[src/rtl/multicycle_control_unit.sv]
// Multicycle CPU control unit: IDLE/EXEC/MEM_WAIT/WB FSM with BUSYWAIT timeout.
// Define MULTICYCLE_CU_ILLEGAL_TRAP_EN to trap undefined opcodes into a HALT state.
module multicycle_control_unit #(
    parameter int unsigned INSTR_WIDTH    = 32,
    parameter int unsigned OPCODE_WIDTH   = 8,
    parameter int unsigned TIMEOUT_CYCLES = 16,
    parameter int unsigned CNT_WIDTH      = 5
) (
    input  logic                   CLK,
    input  logic                   RESET,
    input  logic [INSTR_WIDTH-1:0] INSTRUCTION,
    input  logic                   INSTR_VALID,
    output logic                   INSTR_READY,
    input  logic                   BUSYWAIT,
    output logic                   WRITEENABLE,
    output logic                   SUBSTRACT_SELECT,
    output logic                   IMMEDIATE_SELECT,
    output logic                   BRANCHEQ,
    output logic                   BRANCHNE,
    output logic                   JUMP,
    output logic                   READ,
    output logic                   WRITE,
    output logic [2:0]             ALUOP,
    output logic [1:0]             SHIFTOP,
    output logic                   PC_ENABLE,
    output logic                   TIMEOUT,
    output logic                   ILLEGAL
);

    typedef enum logic [2:0] {
        IDLE,
        EXEC,
        MEM_WAIT,
        WB
`ifdef MULTICYCLE_CU_ILLEGAL_TRAP_EN
        , HALT
`endif
    } state_t;

    typedef struct packed {
        logic       we;
        logic       sub;
        logic       imm;
        logic       beq;
        logic       bne;
        logic       jmp;
        logic       rd;
        logic       wr;
        logic [2:0] aluop;
        logic [1:0] shiftop;
    } ctrl_t;

    state_t                  state, state_n;
    logic [OPCODE_WIDTH-1:0] opcode_q;
    logic [CNT_WIDTH-1:0]    cnt;
    logic                    aborted;
    logic [31:0]             op_num;
    ctrl_t                   dec, ctrl;
    logic                    dec_mem, dec_load, dec_legal;
    logic                    at_limit;
    logic                    pc_en, ready;
    logic                    unused_operand;

    assign unused_operand = ^INSTRUCTION[INSTR_WIDTH-OPCODE_WIDTH-1:0];
    assign op_num   = 32'(opcode_q);
    assign at_limit = (cnt == CNT_WIDTH'(TIMEOUT_CYCLES - 1));

    always_comb begin
        dec       = '0;
        dec_mem   = 1'b0;
        dec_load  = 1'b0;
        dec_legal = 1'b1;
        case (op_num)
            32'h00: begin dec.we = 1'b1; dec.imm = 1'b1; end
            32'h01: dec.we = 1'b1;
            32'h02: begin dec.we = 1'b1; dec.aluop = 3'b001; end
            32'h03: begin dec.we = 1'b1; dec.sub = 1'b1; dec.aluop = 3'b001; end
            32'h04: begin dec.we = 1'b1; dec.aluop = 3'b010; end
            32'h05: begin dec.we = 1'b1; dec.aluop = 3'b011; end
            32'h06: dec.jmp = 1'b1;
            32'h07: begin dec.sub = 1'b1; dec.beq = 1'b1; dec.aluop = 3'b001; end
            32'h08: begin dec.rd = 1'b1; dec_mem = 1'b1; dec_load = 1'b1; end
            32'h09: begin dec.rd = 1'b1; dec.imm = 1'b1; dec_mem = 1'b1; dec_load = 1'b1; end
            32'h0A: begin dec.wr = 1'b1; dec_mem = 1'b1; end
            32'h0B: begin dec.wr = 1'b1; dec.imm = 1'b1; dec_mem = 1'b1; end
            32'h0C: begin dec.sub = 1'b1; dec.bne = 1'b1; dec.aluop = 3'b001; end
            32'h0D: begin dec.we = 1'b1; dec.imm = 1'b1; dec.aluop = 3'b100; dec.shiftop = 2'b00; end
            32'h0E: begin dec.we = 1'b1; dec.imm = 1'b1; dec.aluop = 3'b100; dec.shiftop = 2'b01; end
            32'h0F: begin dec.we = 1'b1; dec.imm = 1'b1; dec.aluop = 3'b100; dec.shiftop = 2'b10; end
            32'h10: begin dec.we = 1'b1; dec.imm = 1'b1; dec.aluop = 3'b100; dec.shiftop = 2'b11; end
            32'h11: begin dec.we = 1'b1; dec.aluop = 3'b101; end
            default: begin dec.aluop = 3'b111; dec_legal = 1'b0; end
        endcase
    end

    always_comb begin
        state_n = state;
        ctrl    = '0;
        pc_en   = 1'b0;
        ready   = 1'b0;
        case (state)
            IDLE: begin
                ready = 1'b1;
                if (INSTR_VALID) state_n = EXEC;
            end
            EXEC: begin
                if (dec_mem) begin
                    ctrl    = dec;
                    ctrl.we = 1'b0;
                    state_n = MEM_WAIT;
                end
`ifdef MULTICYCLE_CU_ILLEGAL_TRAP_EN
                else if (!dec_legal) begin
                    state_n = HALT;
                end
`endif
                else begin
                    ctrl    = dec;
                    pc_en   = 1'b1;
                    state_n = IDLE;
                end
            end
            MEM_WAIT: begin
                ctrl    = dec;
                ctrl.we = 1'b0;
                if (!BUSYWAIT || at_limit) state_n = WB;
            end
            WB: begin
                // ALU selects stay stable through write-back; only the memory strobes drop
                ctrl    = dec;
                ctrl.rd = 1'b0;
                ctrl.wr = 1'b0;
                ctrl.we = dec_load && !aborted;
                pc_en   = 1'b1;
                state_n = IDLE;
            end
`ifdef MULTICYCLE_CU_ILLEGAL_TRAP_EN
            HALT: state_n = HALT;
`endif
            default: state_n = IDLE;
        endcase
    end

    always_ff @(posedge CLK) begin
        if (RESET) begin
            state    <= IDLE;
            opcode_q <= '0;
            cnt      <= '0;
            aborted  <= 1'b0;
            TIMEOUT  <= 1'b0;
        end else begin
            state <= state_n;
            case (state)
                IDLE: begin
                    if (INSTR_VALID) begin
                        opcode_q <= INSTRUCTION[INSTR_WIDTH-1 -: OPCODE_WIDTH];
                        aborted  <= 1'b0;
                    end
                end
                EXEC: cnt <= '0;
                MEM_WAIT: begin
                    if (cnt != '1) cnt <= cnt + CNT_WIDTH'(1);
                    if (BUSYWAIT && at_limit) begin
                        aborted <= 1'b1;
                        TIMEOUT <= 1'b1;
                    end
                end
                default: ;
            endcase
        end
    end

`ifdef MULTICYCLE_CU_ILLEGAL_TRAP_EN
    logic illegal_q;

    always_ff @(posedge CLK) begin
        if (RESET) begin
            illegal_q <= 1'b0;
        end else if (state == EXEC && !dec_legal) begin
            illegal_q <= 1'b1;
        end
    end

    assign ILLEGAL = illegal_q;
`else
    assign ILLEGAL = 1'b0;
`endif

    assign INSTR_READY      = ready;
    assign PC_ENABLE        = pc_en;
    assign WRITEENABLE      = ctrl.we;
    assign SUBSTRACT_SELECT = ctrl.sub;
    assign IMMEDIATE_SELECT = ctrl.imm;
    assign BRANCHEQ         = ctrl.beq;
    assign BRANCHNE         = ctrl.bne;
    assign JUMP             = ctrl.jmp;
    assign READ             = ctrl.rd;
    assign WRITE            = ctrl.wr;
    assign ALUOP            = ctrl.aluop;
    assign SHIFTOP          = ctrl.shiftop;

endmodule

[config.mk]
export PLATFORM = sky130hd
export DESIGN_NAME = multicycle_control_unit
export DESIGN_NICKNAME = d
export VERILOG_FILES = /design/src/rtl/multicycle_control_unit.sv
export SDC_FILE = /design/constraint.sdc
export NUM_CORES = 1
export LEC_CHECK = 0
export BUFFER_PORTS_ARGS = -buffer_cell sky130_fd_sc_hd__buf_4
export CAP_MARGIN = 20
export CORE_MARGIN = 2
export CORE_UTILIZATION = 46
export CTS_CLUSTER_SIZE = 30
export DETAILED_ROUTE_END_ITERATION = 7
export PLACE_DENSITY = 0.85
export SKIP_CTS_REPAIR_TIMING = 1
export SYNTH_ARGS = -nofsm -noshare
export SYNTH_HDL_FRONTEND = slang
export SYNTH_SLANG_ARGS = --single-unit
[constraint.sdc]
create_clock -name CLK -period 1.8 [get_ports CLK]
set_input_delay 0.36 -clock CLK [delete_from_list [all_inputs] [get_ports CLK]]
set_output_delay 0.36 -clock CLK [all_outputs]
set_load 0.005 [all_outputs]
Yosys cells after proc, flatten, opt, wreduce, memory -nomap -nowiden
Index checks and enable logic that the tools add are counted.
{"block": "classes", "n_addsub": 1, "n_eq_ne": 26, "n_mux": 25, "n_reduce_logical": 23}
{"operator": "== test 8 x 4 -> 1 bit (second input constant)", "n": 8}
{"operator": "one-hot mux 13 bit (3 select lines)", "n": 1}
{"operator": "== test 8 x 3 -> 1 bit (second input constant)", "n": 4}
{"operator": "zero test 32 bit", "n": 1}
{"operator": "one-hot mux 3 bit (6 select lines)", "n": 1}
{"operator": "== test 8 x 2 -> 1 bit (second input constant)", "n": 2}
{"operator": "== test 8 x 5 -> 1 bit (second input constant)", "n": 2}
{"operator": "OR reduction 7 bit", "n": 2}
{"operator": "2-to-1 mux 1 bit", "n": 13}
{"operator": "2-to-1 mux 13 bit", "n": 1}
{"operator": "OR reduction 4 bit", "n": 3}
{"operator": "OR reduction 11 bit", "n": 1}
{"operator": "one-hot mux 5 bit (2 select lines)", "n": 1}
{"operator": "one-hot mux 3 bit (3 select lines)", "n": 1}
{"operator": "== test 8 x 1 -> 1 bit (second input constant)", "n": 1}
{"operator": "!= test 2 bit (second input constant)", "n": 4}
{"operator": "AND reduction 2 bit", "n": 4}
{"operator": "== test 3 x 2 -> 1 bit (second input constant)", "n": 2}
{"operator": "2-to-1 mux 3 bit", "n": 2}
{"operator": "one-hot mux 2 bit (3 select lines)", "n": 1}
{"operator": "adder 5 x 1 -> 5 bit (second input constant)", "n": 1}
{"operator": "== test 5 x 4 -> 1 bit (second input constant)", "n": 1}
{"operator": "2-to-1 mux 5 bit", "n": 1}
{"operator": "!= test 5 bit (second input constant)", "n": 1}
{"operator": "11 further kinds", "n": 16}
{"block": "totals", "register_bits": 18, "input_bits": 36}

Longest topological paths before layout
Gate-level depths: netlist of run 1.
{"block": "logic_depth", "depth_word": 5, "mapped_depth": 7}

Worst setup path before layout of run 1
No wires, ideal clock.
{"block": "synth_path", "path_kind": "reg-to-output", "from": "register opcode_q[4]", "to": "output port JUMP", "arrival_ps": 1200, "setup_slack_ps": 240, "stages_incl_launch_ff": 5, "cell_sequence": "dfxtp_1 -> nor4_4 -> o21ai_2 -> or3_1 -> nor3_2"}
{"block": "synth_between", "elab_chain_cells": 4}
{"element": "from (decl)", "line": "54", "source": "logic [OPCODE_WIDTH-1:0] opcode_q;"}
{"element": "from (signal assigned)", "line": "156", "source": "opcode_q <= INSTRUCTION[INSTR_WIDTH-1 -: OPCODE_WIDTH];"}
{"element": "== test 8 x 3 -> 1 bit *"}
{"element": "2-to-1 mux 1 bit *", "line": "73", "source": "case (op_num)"}
{"element": "2-to-1 mux 13 bit", "line": "107", "source": "if (dec_mem) begin"}
{"element": "one-hot mux 13 bit (3 select lines) *", "line": "101", "source": "case (state)"}
{"element": "to (decl)", "line": "20", "source": "output logic JUMP,"}
Mark *: on every way between the ends. The rest lies on a longest branch, timed or not.

Worst setup path in the final report of run 1
{"block": "layout_path", "from": "register opcode_q[7]", "to": "output port JUMP"}
The elaborated chain is that of the path after synthesis.

==> results.json, run 1 <==
{
  "async_flop_share_pct": 0,
  "diodes": 0,
  "required_ns": 1.44,
  "grt_pass1_vias": 1050,
  "syn_nets": 195,
  "netlist_instances": 156,
  "rows": 17,
  "ys_ff_latch": 17,
  "worstPathCellList": "nor4_4, o21ai_2, or3_4, nor3_2, buf_4",
  "fin_crit_ns": 2.11,
  "setup_ws_ns": -0.312,
  "outcome": "complete, but fails checks",
  "ir_worst_vdd_mv": 0.506,
  "synth-main-ff-cell": "dfxtp_1",
  "hold_path_class": "in -> reg",
  "grtUsageTotal_pct": 21.9,
  "critPathLaunchType": "flop",
  "dpl_worst_slack_ns": 0.0284,
  "io_buffers": 27,
  "ys.warnings.count": 0,
  "finalCritPeriodShare_pct": 117,
  "synth-edff-count": 0,
  "setup-tns-final_ns": -1.77,
  "slew_viol_final": 0,
  "dr_total_vias": 1264,
  "violations": "setup timing",
  "cts-root-buf": "clkbuf_4",
  "nets": 232,
  "fin_cells": 220,
  "drive_gt1_share_pct": 40.1,
  "max_stage_delay_ns": 0.36,
  "htree_levels": 1,
  "area_delta_synth_final_pct": 43.0,
  "cts_tree": "yes",
  "io_pins": 53,
  "cts_buffers": 3,
  "routedWlPerCell_um": 15.0,
  "clock_skew_ns": 0.00460,
  "worst-path-buf-inv": 1,
  "seq_area_frac_synth_pct": 30.5,
  "reg2reg_from": "cnt[0]$_SDFFE_PP0P_",
  "yosysTopAreaCellShare_pct": 30.5,
  "wl_mm": 3.30,
  "initial_core_util_pct": 49.6,
  "syn_avg_cell_area_sq_um": 7.16,
  "clk_latency_ns": 0.30,
  "dieArea_sq_um": 2840,
  "drc": 0,
  "worstRegToRegCells": 7,
  "grt_max_degree": 19,
  "switchingPower_w": 0.000264,
  "overflow": 0,
  "timing.fmax_mhz": 474,
  "netlist_area_sq_um": 1120,
  "clk_pin_slew_ns": 0.10,
  "final_common_cell": "buf_4",
  "p_leak_nw": 0.627,
  "clk_path_buf_depth": 2,
  "core_sq_um": 2250,
  "vias_per_cell": 5.75,
  "critical_path.slowest_cell": "dfxtp_2",
  "slew_headroom_pct": 65.4,
  "path_max_fanout": 3,
  "critical_path_class": "reg -> out",
  "regToRegSetupSlack_ns": 0.17,
  "seqPwrFrac_pct": 48.2,
  "combPwrFrac_pct": 26.7,
  "p_int_w": 0.000594,
  "whs_ns": 0.293,
  "timing.rr.end": "cnt[3]$_SDFFE_PP0P_",
  "synth.area.top_cells": "dfxtp_1, a21oi_1, nand2_1, nor2_1, ha_1",
  "crit_path_end": "JUMP",
  "mostFrequentLayoutCells": "buf_4, nand2_1, nor2_1",
  "worst_pin_slew_ns": 0.516,
  "crit_path_end_kind": "output port",
  "firstDrtPassIters": 5,
  "hold_violations": 0,
  "gp_congestion": 0.830,
  "cp_top_family": "simple AND/OR/NAND/NOR gates",
  "cts_sinks": 17,
  "dr.first_iter.drc_count": 29,
  "dp_hpwl_mm": 2.11,
  "place_inst": 206,
  "ant_nets": 0,
  "cap_violations": 0,
  "die-width_um": 53.3,
  "netlist.top_cell.by_area": "dfxtp_1",
  "clkPwrFrac_pct": 25.0,
  "rsz0062_at_grt": "true",
  "cp.depth": 5,
  "synth_cell_types": 43,
  "cp_data_arrival_time_ns": 1.75,
  "antenna_found_initial": 0,
  "swShare_pct": 30.8,
  "grt_pass1_wl_mm": 4.55,
  "setup_viol": 9,
  "p_per_area_nw_per_um2": 537,
  "dieHeight_um": 53.3,
  "power_w": 0.000858,
  "cp-startpoint": "opcode_q[7]$_SDFFE_PP0P_"
}
[cell type report]
type	instances	area, sq um
Multi-Input combinational cell	121	803
Fill cell	174	657
Sequential cell	17	360
Timing Repair Buffer	46	358
Tap cell	28	35.0
Clock buffer	4	26.3
Inverter	4	15.0
[sequential cells by signal, summed over array words and instances, names as in the netlist]
signal and flops:
cnt 5, state 2, aborted 1, opcode_q 8, TIMEOUT 1
[worst register-to-register path, cell delays in order (launching register included)]
cell and delay [ns]:
dfxtp_2 0.36, ha_2 0.21, and3_4 0.20, ha_4 0.18
nand4b_1 0.19, nor2_1 0.12, mux2i_1 0.08, o31ai_1 0.21
[how the worst min path moves through the flow]
stage	start	to	slack, ns	depth (start not counted)
after floorplan	aborted$_SDFFE_PP0P_	aborted$_SDFFE_PP0P_	0.46	2
after global placement	TIMEOUT$_SDFFE_PP0P_	TIMEOUT$_SDFFE_PP0P_	0.45	2
after detailed placement	aborted$_SDFFE_PP0P_	aborted$_SDFFE_PP0P_	0.48	2
after CTS	INSTRUCTION[30]	opcode_q[6]$_SDFFE_PP0P_	0.30	3
after global routing	INSTRUCTION[27]	opcode_q[3]$_SDFFE_PP0P_	0.30	3
final	INSTRUCTION[30]	opcode_q[6]$_SDFFE_PP0P_	0.29	3
[power by group through the flow]
| stage | combinational [W] | sequential, W | clock [W] |
|---|---|---|---|
| after floorplan | 0.000116 | 0.000406 | 0 |
| after global placement | 0.000161 | 0.000423 | 0 |
| after detailed placement | 0.000167 | 0.000424 | 0 |
| after CTS | 0.000167 | 0.000416 | 0.000212 |
| after global routing | 0.000248 | 0.000416 | 0.000224 |
| final | 0.000230 | 0.000414 | 0.000215 |
[per-stage QoR]
stage / util (%) / cell area [sq um]
floorplan: - / 1120
global placement: 60.2 / 1360
detailed placement: 60.2 / 1360
CTS: 61.4 / 1380
global route: 70.9 / 1600
finish: 70.9 / 1600
[layer usage]
metal	GRT usage, %	vias to the layer above	part of all wire, %
li1	-	615	-
met5	0	-	0
met3	1.98	8	6.3
met1	25.8	580	38
met2	38.3	61	53
met4	12.4	0	2.8
[cells by family (layout without fill, tap and decap cells)]
kind of cell / count (synthesis) / in the layout / share of synthesized area [%]
AND/OR/NAND/NOR: 71 / 71 / 32.1
other: 1 / 1 / 0.336
flip-flops: 17 / 17 / 30.5
AO/OA/AOI/OAI: 43 / 43 / 23.9
adder cells (fa/ha/maj): 3 / 3 / 3.36
buffers and inverters: 18 / 54 / 7.17
multiplexers: 3 / 3 / 2.69
[synthesized netlist by cell type, types with 2 or more instances]
cell,number
or3_1,2
o21ai_0,7
nand3_1,2
dfxtp_1,17
nor2b_1,3
buf_2,7
ha_1,3
nand2_1,24
nand3b_1,2
clkbuf_1,4
nor3_1,3
a21oi_1,18
nor2_1,22
o21a_1,2
a31oi_1,2
and3_1,2
a2bb2oi_1,2
o21ai_1,2
nand2b_1,2
buf_1,2
mux2i_1,3
nor3_2,2
inv_1,3
Power figures use the tool's default switching activity.
==> inputs of run 2 (changes only) <==
--- a/config.mk
+++ b/config.mk
@@ -12,6 +12,7 @@
 export CTS_CLUSTER_SIZE = 30
 export DETAILED_ROUTE_END_ITERATION = 7
 export PLACE_DENSITY = 0.85
+export SETUP_SLACK_MARGIN = 0.2
 export SKIP_CTS_REPAIR_TIMING = 1
 export SYNTH_ARGS = -nofsm -noshare
 export SYNTH_HDL_FRONTEND = slang
==> run 2 against run 1 <==
The flow still finishes with violations (setup timing). Final cell count grew 2.3%. Worst setup slack improved by 0.00098 ns. Sequential share of layout area is 0.94 points lower. Total power rose by 2.2%. Global-route usage unchanged. Clock skew is 0.0031 ns lower. Critical path depth unchanged.
==> results.json, run 2 (synthesis gave the netlist of run 1 again) <==
{
  "outcome": "complete, but fails checks",
  "violations": "setup timing",
  "power_w": 0.000877,
  "clkPwrFrac_pct": 23.9,
  "regMostFlops": "opcode_q",
  "timing.fmax_mhz": 474,
  "p_leak_nw": 0.665,
  "swShare_pct": 31.1,
  "seqPwrFrac_pct": 46.8,
  "switchingPower_w": 0.000273,
  "clk_path_buf_depth": 2,
  "cp_top_family": "simple AND/OR/NAND/NOR gates",
  "critPathLaunchType": "flop",
  "clk_latency_ns": 0.30,
  "routedWlPerCell_um": 16.6,
  "nets": 237,
  "slew_viol_final": 0,
  "wl_met3_um": 204,
  "dr_total_vias": 1323,
  "drc": 0,
  "drive_gt1_share_pct": 44.2,
  "path_max_fanout": 3,
  "worst_pin_slew_ns": 0.506,
  "required_ns": 1.44,
  "htree_levels": 1,
  "mostFrequentLayoutCells": "buf_4, nand2_1, nor2_1",
  "combPwrFrac_pct": 29.3,
  "rsz0062_at_grt": "true",
  "setup_viol": 12,
  "cts_tree": "yes",
  "clock_skew_ns": 0.00145,
  "core_sq_um": 2250,
  "rows": 17,
  "hold_path_class": "in -> reg",
  "dieHeight_um": 53.3,
  "top_regs": "opcode_q (8), cnt (5), state (2)",
  "slew_headroom_pct": 66.1,
  "critical_path.slowest_cell": "nor4_4",
  "ir_worst_vdd_mv": 0.544,
  "p_int_w": 0.000604,
  "clk_pin_slew_ns": 0.09,
  "final_common_cell": "buf_4",
  "setup_ws_ns": -0.311,
  "finalCritPeriodShare_pct": 117,
  "gp_congestion": 0.830,
  "grtUsageTotal_pct": 21.9,
  "firstDrtPassIters": 4,
  "met2_length_mm": 1.98,
  "fin_crit_ns": 2.11,
  "wl_mm": 3.74,
  "setup-tns-final_ns": -1.92,
  "worst-path-buf-inv": 1,
  "cts_buffers": 3,
  "cap_violations": 0,
  "largest_reg_flops": 8,
  "max_stage_delay_ns": 0.36,
  "io_pins": 53,
  "die-width_um": 53.3,
  "dr.first_iter.drc_count": 38,
  "regToRegSetupSlack_ns": 0.21,
  "dp_hpwl_mm": 2.11,
  "cts_sinks": 17,
  "grt_max_degree": 19,
  "crit_path_end_kind": "output port",
  "dieArea_sq_um": 2840,
  "grt_pass1_wl_mm": 4.55,
  "diodes": 0,
  "ant_nets": 0,
  "critical_path_class": "reg -> out",
  "vias_per_cell": 5.88,
  "worstPathCellList": "nor4_4, o21ai_2, or3_4, nor3_2, buf_4",
  "p_per_area_nw_per_um2": 519,
  "area_delta_synth_final_pct": 51.3,
  "antenna_found_initial": 0,
  "hold_violations": 0,
  "cts-root-buf": "clkbuf_4",
  "grt_pass1_vias": 1050,
  "io_buffers": 27,
  "initial_core_util_pct": 49.6,
  "wl_met1_mm": 1.44,
  "cp_data_arrival_time_ns": 1.75,
  "fillers": 157,
  "overflow": 0,
  "top_layer_used": "met4",
  "whs_ns": 0.290
}
## run 2: power groups by stage
| stage | registers (W) | logic [W] | clock network [W] |
|---|---|---|---|
| floorplan | 0.000406 | 0.000116 | 0 |
| global placement | 0.000423 | 0.000161 | 0 |
| detailed placement | 0.000424 | 0.000167 | 0 |
| CTS | 0.000416 | 0.000167 | 0.000212 |
| global route | 0.000412 | 0.000272 | 0.000228 |
| finish | 0.000411 | 0.000257 | 0.000210 |
## run 2: layout make-up
| class | instances | area (sq um) | area share, % |
|---|---|---|---|
| clock buffers | 4 | 26.3 | 1.55 |
| inverters | 4 | 15.0 | 0.888 |
| multi-input cells | 121 | 835 | 49.4 |
| flip-flops and latches | 17 | 365 | 21.6 |
| well taps | 28 | 35.0 | 2.07 |
| repair buffers | 51 | 414 | 24.5 |
## run 2: stage by stage
stage / worst slack, ns / utilization [%] / area, sq um / cells
final: -0.311 / 75.0 / 1690 / 225
after CTS: -0.300 / 61.4 / 1380 / 210
after global routing: -0.426 / 75.0 / 1690 / 225
after detailed placement: 0.0284 / 60.2 / 1360 / 206
after global placement: 0.0486 / 60.2 / 1360 / 206
after floorplan: 0.240 / - / 1120 / 156
## run 2: worst reg2reg max path: cells and delay by family, from the launching register on
family / cells / cell delay [ns]
buffers and inverters: 1 / 0.15
AOI/OAI and AO/OA: 2 / 0.25
and+or+nand+nor: 2 / 0.38
adders and majority gates: 2 / 0.34
DFF: 1 / 0.38
## run 2: layer usage
layer,track usage (%),up-vias
met5,0,-
met3,1.98,13
met4,12.4,0
met2,38.3,57
met1,25.8,625
li1,-,628
## run 2: path summary, 6_finish.rpt
kind	from	to	cells after the start
setup / recovery	opcode_q[4]$_SDFFE_PP0P_	JUMP	5
hold / removal	INSTRUCTION[30]	opcode_q[6]$_SDFFE_PP0P_	3
setup reg to reg	cnt[0]$_SDFFE_PP0P_	cnt[3]$_SDFFE_PP0P_	7
hold reg to reg	opcode_q[6]$_SDFFE_PP0P_	opcode_q[6]$_SDFFE_PP0P_	2
==> inputs of run 3 (changes only) <==
--- a/config.mk
+++ b/config.mk
@@ -5,13 +5,13 @@
 export SDC_FILE = /design/constraint.sdc
 export NUM_CORES = 1
 export LEC_CHECK = 0
-export BUFFER_PORTS_ARGS = -buffer_cell sky130_fd_sc_hd__buf_4
 export CAP_MARGIN = 20
 export CORE_MARGIN = 2
-export CORE_UTILIZATION = 46
+export CORE_UTILIZATION = 40
 export CTS_CLUSTER_SIZE = 30
 export DETAILED_ROUTE_END_ITERATION = 7
-export PLACE_DENSITY = 0.85
+export DONT_BUFFER_PORTS = 1
+export PLACE_DENSITY = 0.6
 export SETUP_SLACK_MARGIN = 0.2
 export SKIP_CTS_REPAIR_TIMING = 1
 export SYNTH_ARGS = -nofsm -noshare
==> run 3 against run 2 <==
The flow still finishes with violations (setup timing). Utilization shrank 18 points. Die area grew 14%. Clock-buffer cell count shrank 1. Cell area shrank 9.2%. Sequential share of layout area grew 2.2 points. Register-to-register slack lost 0.02 ns. Sequential power shrank 1%. Clock power is essentially flat. Critical path type unchanged. Largest power group unchanged.
==> results.json, run 3 (synthesis gave the netlist of run 1 again) <==
{
  "core_sq_um": 2710,
  "cp_data_arrival_time_ns": 1.63,
  "clk_pin_slew_ns": 0.10,
  "overflow": 0,
  "area_delta_synth_final_pct": 37.4,
  "ir_worst_vdd_mv": 0.429,
  "rsz0062_at_grt": "true",
  "cts_sinks": 17,
  "grt_pass1_wl_mm": 4.19,
  "nets": 208,
  "grt_pass1_vias": 948,
  "die-width_um": 56.9,
  "combPwrFrac_pct": 25.4,
  "cp-startpoint": "opcode_q[4]$_SDFFE_PP0P_",
  "antenna_found_initial": 0,
  "setup_ws_ns": -0.195,
  "worstRegToRegCells": 7,
  "largest_reg_flops": 8,
  "violations": "setup timing",
  "slew_viol_final": 0,
  "gp_congestion": 0.724,
  "cts_tree": "yes",
  "dieHeight_um": 56.9,
  "dieArea_sq_um": 3230,
  "place_inst": 182,
  "crit_path_end_kind": "output port",
  "fin_cells": 199,
  "outcome": "complete, but fails checks",
  "cap_violations": 0,
  "finalCritPeriodShare_pct": 111,
  "critical_path_class": "reg -> out",
  "seqPwrFrac_pct": 49.2,
  "dr.first_iter.drc_count": 60,
  "clock_skew_ns": 0.00233,
  "top_regs": "opcode_q (8), cnt (5), state (2)",
  "wl_mm": 2.98,
  "grt_max_degree": 19,
  "p_leak_nw": 0.535,
  "rows": 19,
  "regMostFlops": "opcode_q",
  "cts_buffers": 3,
  "fillers": 253,
  "critPathLaunchType": "flop",
  "p_int_w": 0.000574,
  "crit_path_end": "WRITEENABLE",
  "fin_crit_ns": 1.99,
  "timing.rr.end": "cnt[3]$_SDFFE_PP0P_",
  "mostFrequentLayoutCells": "nand2_1, nor2_1, a21oi_1",
  "dp_hpwl_mm": 1.89,
  "path_max_fanout": 4,
  "io_pins": 53,
  "hold_violations": 0,
  "clk_latency_ns": 0.29,
  "routedWlPerCell_um": 15.0,
  "vias_per_cell": 5.64,
  "swShare_pct": 30.4,
  "required_ns": 1.44,
  "setup_viol": 6,
  "initial_core_util_pct": 41.2,
  "switchingPower_w": 0.000251,
  "firstDrtPassIters": 4,
  "drc": 0,
  "htree_levels": 1,
  "ant_nets": 0,
  "timing.fmax_mhz": 501,
  "diodes": 0,
  "p_per_area_nw_per_um2": 538,
  "regToRegSetupSlack_ns": 0.19,
  "io_buffers": 0,
  "clkPwrFrac_pct": 25.4,
  "cts-root-buf": "clkbuf_4",
  "grtUsageTotal_pct": 16.1,
  "dr_total_vias": 1123,
  "clk_path_buf_depth": 2,
  "whs_ns": 0.111,
  "reg2reg_from": "cnt[0]$_SDFFE_PP0P_",
  "final_common_cell": "nand2_1",
  "hold_path_class": "in -> reg",
  "drive_gt1_share_pct": 36.3
}
[run 3: final cells by class]
cell class,instances,area [sq um],share of cell area (%)
clock buffers,3,22.5,1.47
clock inverters,1,5.00,0.326
inverters,4,15.0,0.978
multi-input cells,121,846,55.1
flip-flops and latches,17,365,23.8
well taps,31,38.8,2.53
repair buffers,22,243,15.8
[run 3: worst min path at each step]
stage,from,depth (start not counted),to,slack [ns]
2_1_floorplan,aborted$_SDFFE_PP0P_,2,aborted$_SDFFE_PP0P_,0.46
3_3_place_gp,RESET,1,opcode_q[1]$_SDFFE_PP0P_,0.43
3_5_place_dp,RESET,1,opcode_q[6]$_SDFFE_PP0P_,0.43
4_1_cts,RESET,1,opcode_q[6]$_SDFFE_PP0P_,0.10
5_1_grt,RESET,1,opcode_q[7]$_SDFFE_PP0P_,0.09
6_report,RESET,1,cnt[0]$_SDFFE_PP0P_,0.11
[run 3: per-layer routing]
layer  part of all wire (%)  wire length [um]  vias to the layer above  track usage, %
li1                       -                 -                      565               -
met1                     41              1230                      534            19.5
met2                     54              1620                       22            27.9
met3                    4.2               125                        2            4.15
met4                   0.34                10                        0            4.98
met5                      0                 0                        -               0
[run 3: power by group through the flow]
| stage | Combinational (W) | Clock [W] | Sequential [W] |
|---|---|---|---|
| 4_1_cts | 0.000135 | 0.000222 | 0.000408 |
| 6_report | 0.000209 | 0.000210 | 0.000407 |
| 3_3_place_gp | 0.000132 | 0 | 0.000416 |
| 5_1_grt | 0.000228 | 0.000230 | 0.000409 |
| 3_5_place_dp | 0.000134 | 0 | 0.000417 |
| 2_1_floorplan | 0.000116 | 0 | 0.000406 |
[run 3: worst max-delay path, cell delays in order, from the launching register on]
cell and delay [ns]:
dfxtp_2 0.35, nor4_4 0.37, nand3_1 0.18, o41ai_2 0.29
buf_4 0.16
[run 3: stage by stage]
stage          instance area [sq um]  total power (W)  TNS, ns  worst slack [ns]  utilization [%]
6_report                        1540         0.000826   -0.702            -0.195             56.6
5_1_grt                         1540         0.000867    -1.51            -0.319             56.6
4_1_cts                         1190         0.000765    -1.35            -0.286             43.8
3_5_place_dp                    1160         0.000551        0            0.0651             42.8
3_3_place_gp                    1160         0.000548        0            0.0282             42.8
2_1_floorplan                   1120         0.000522        0             0.240                -
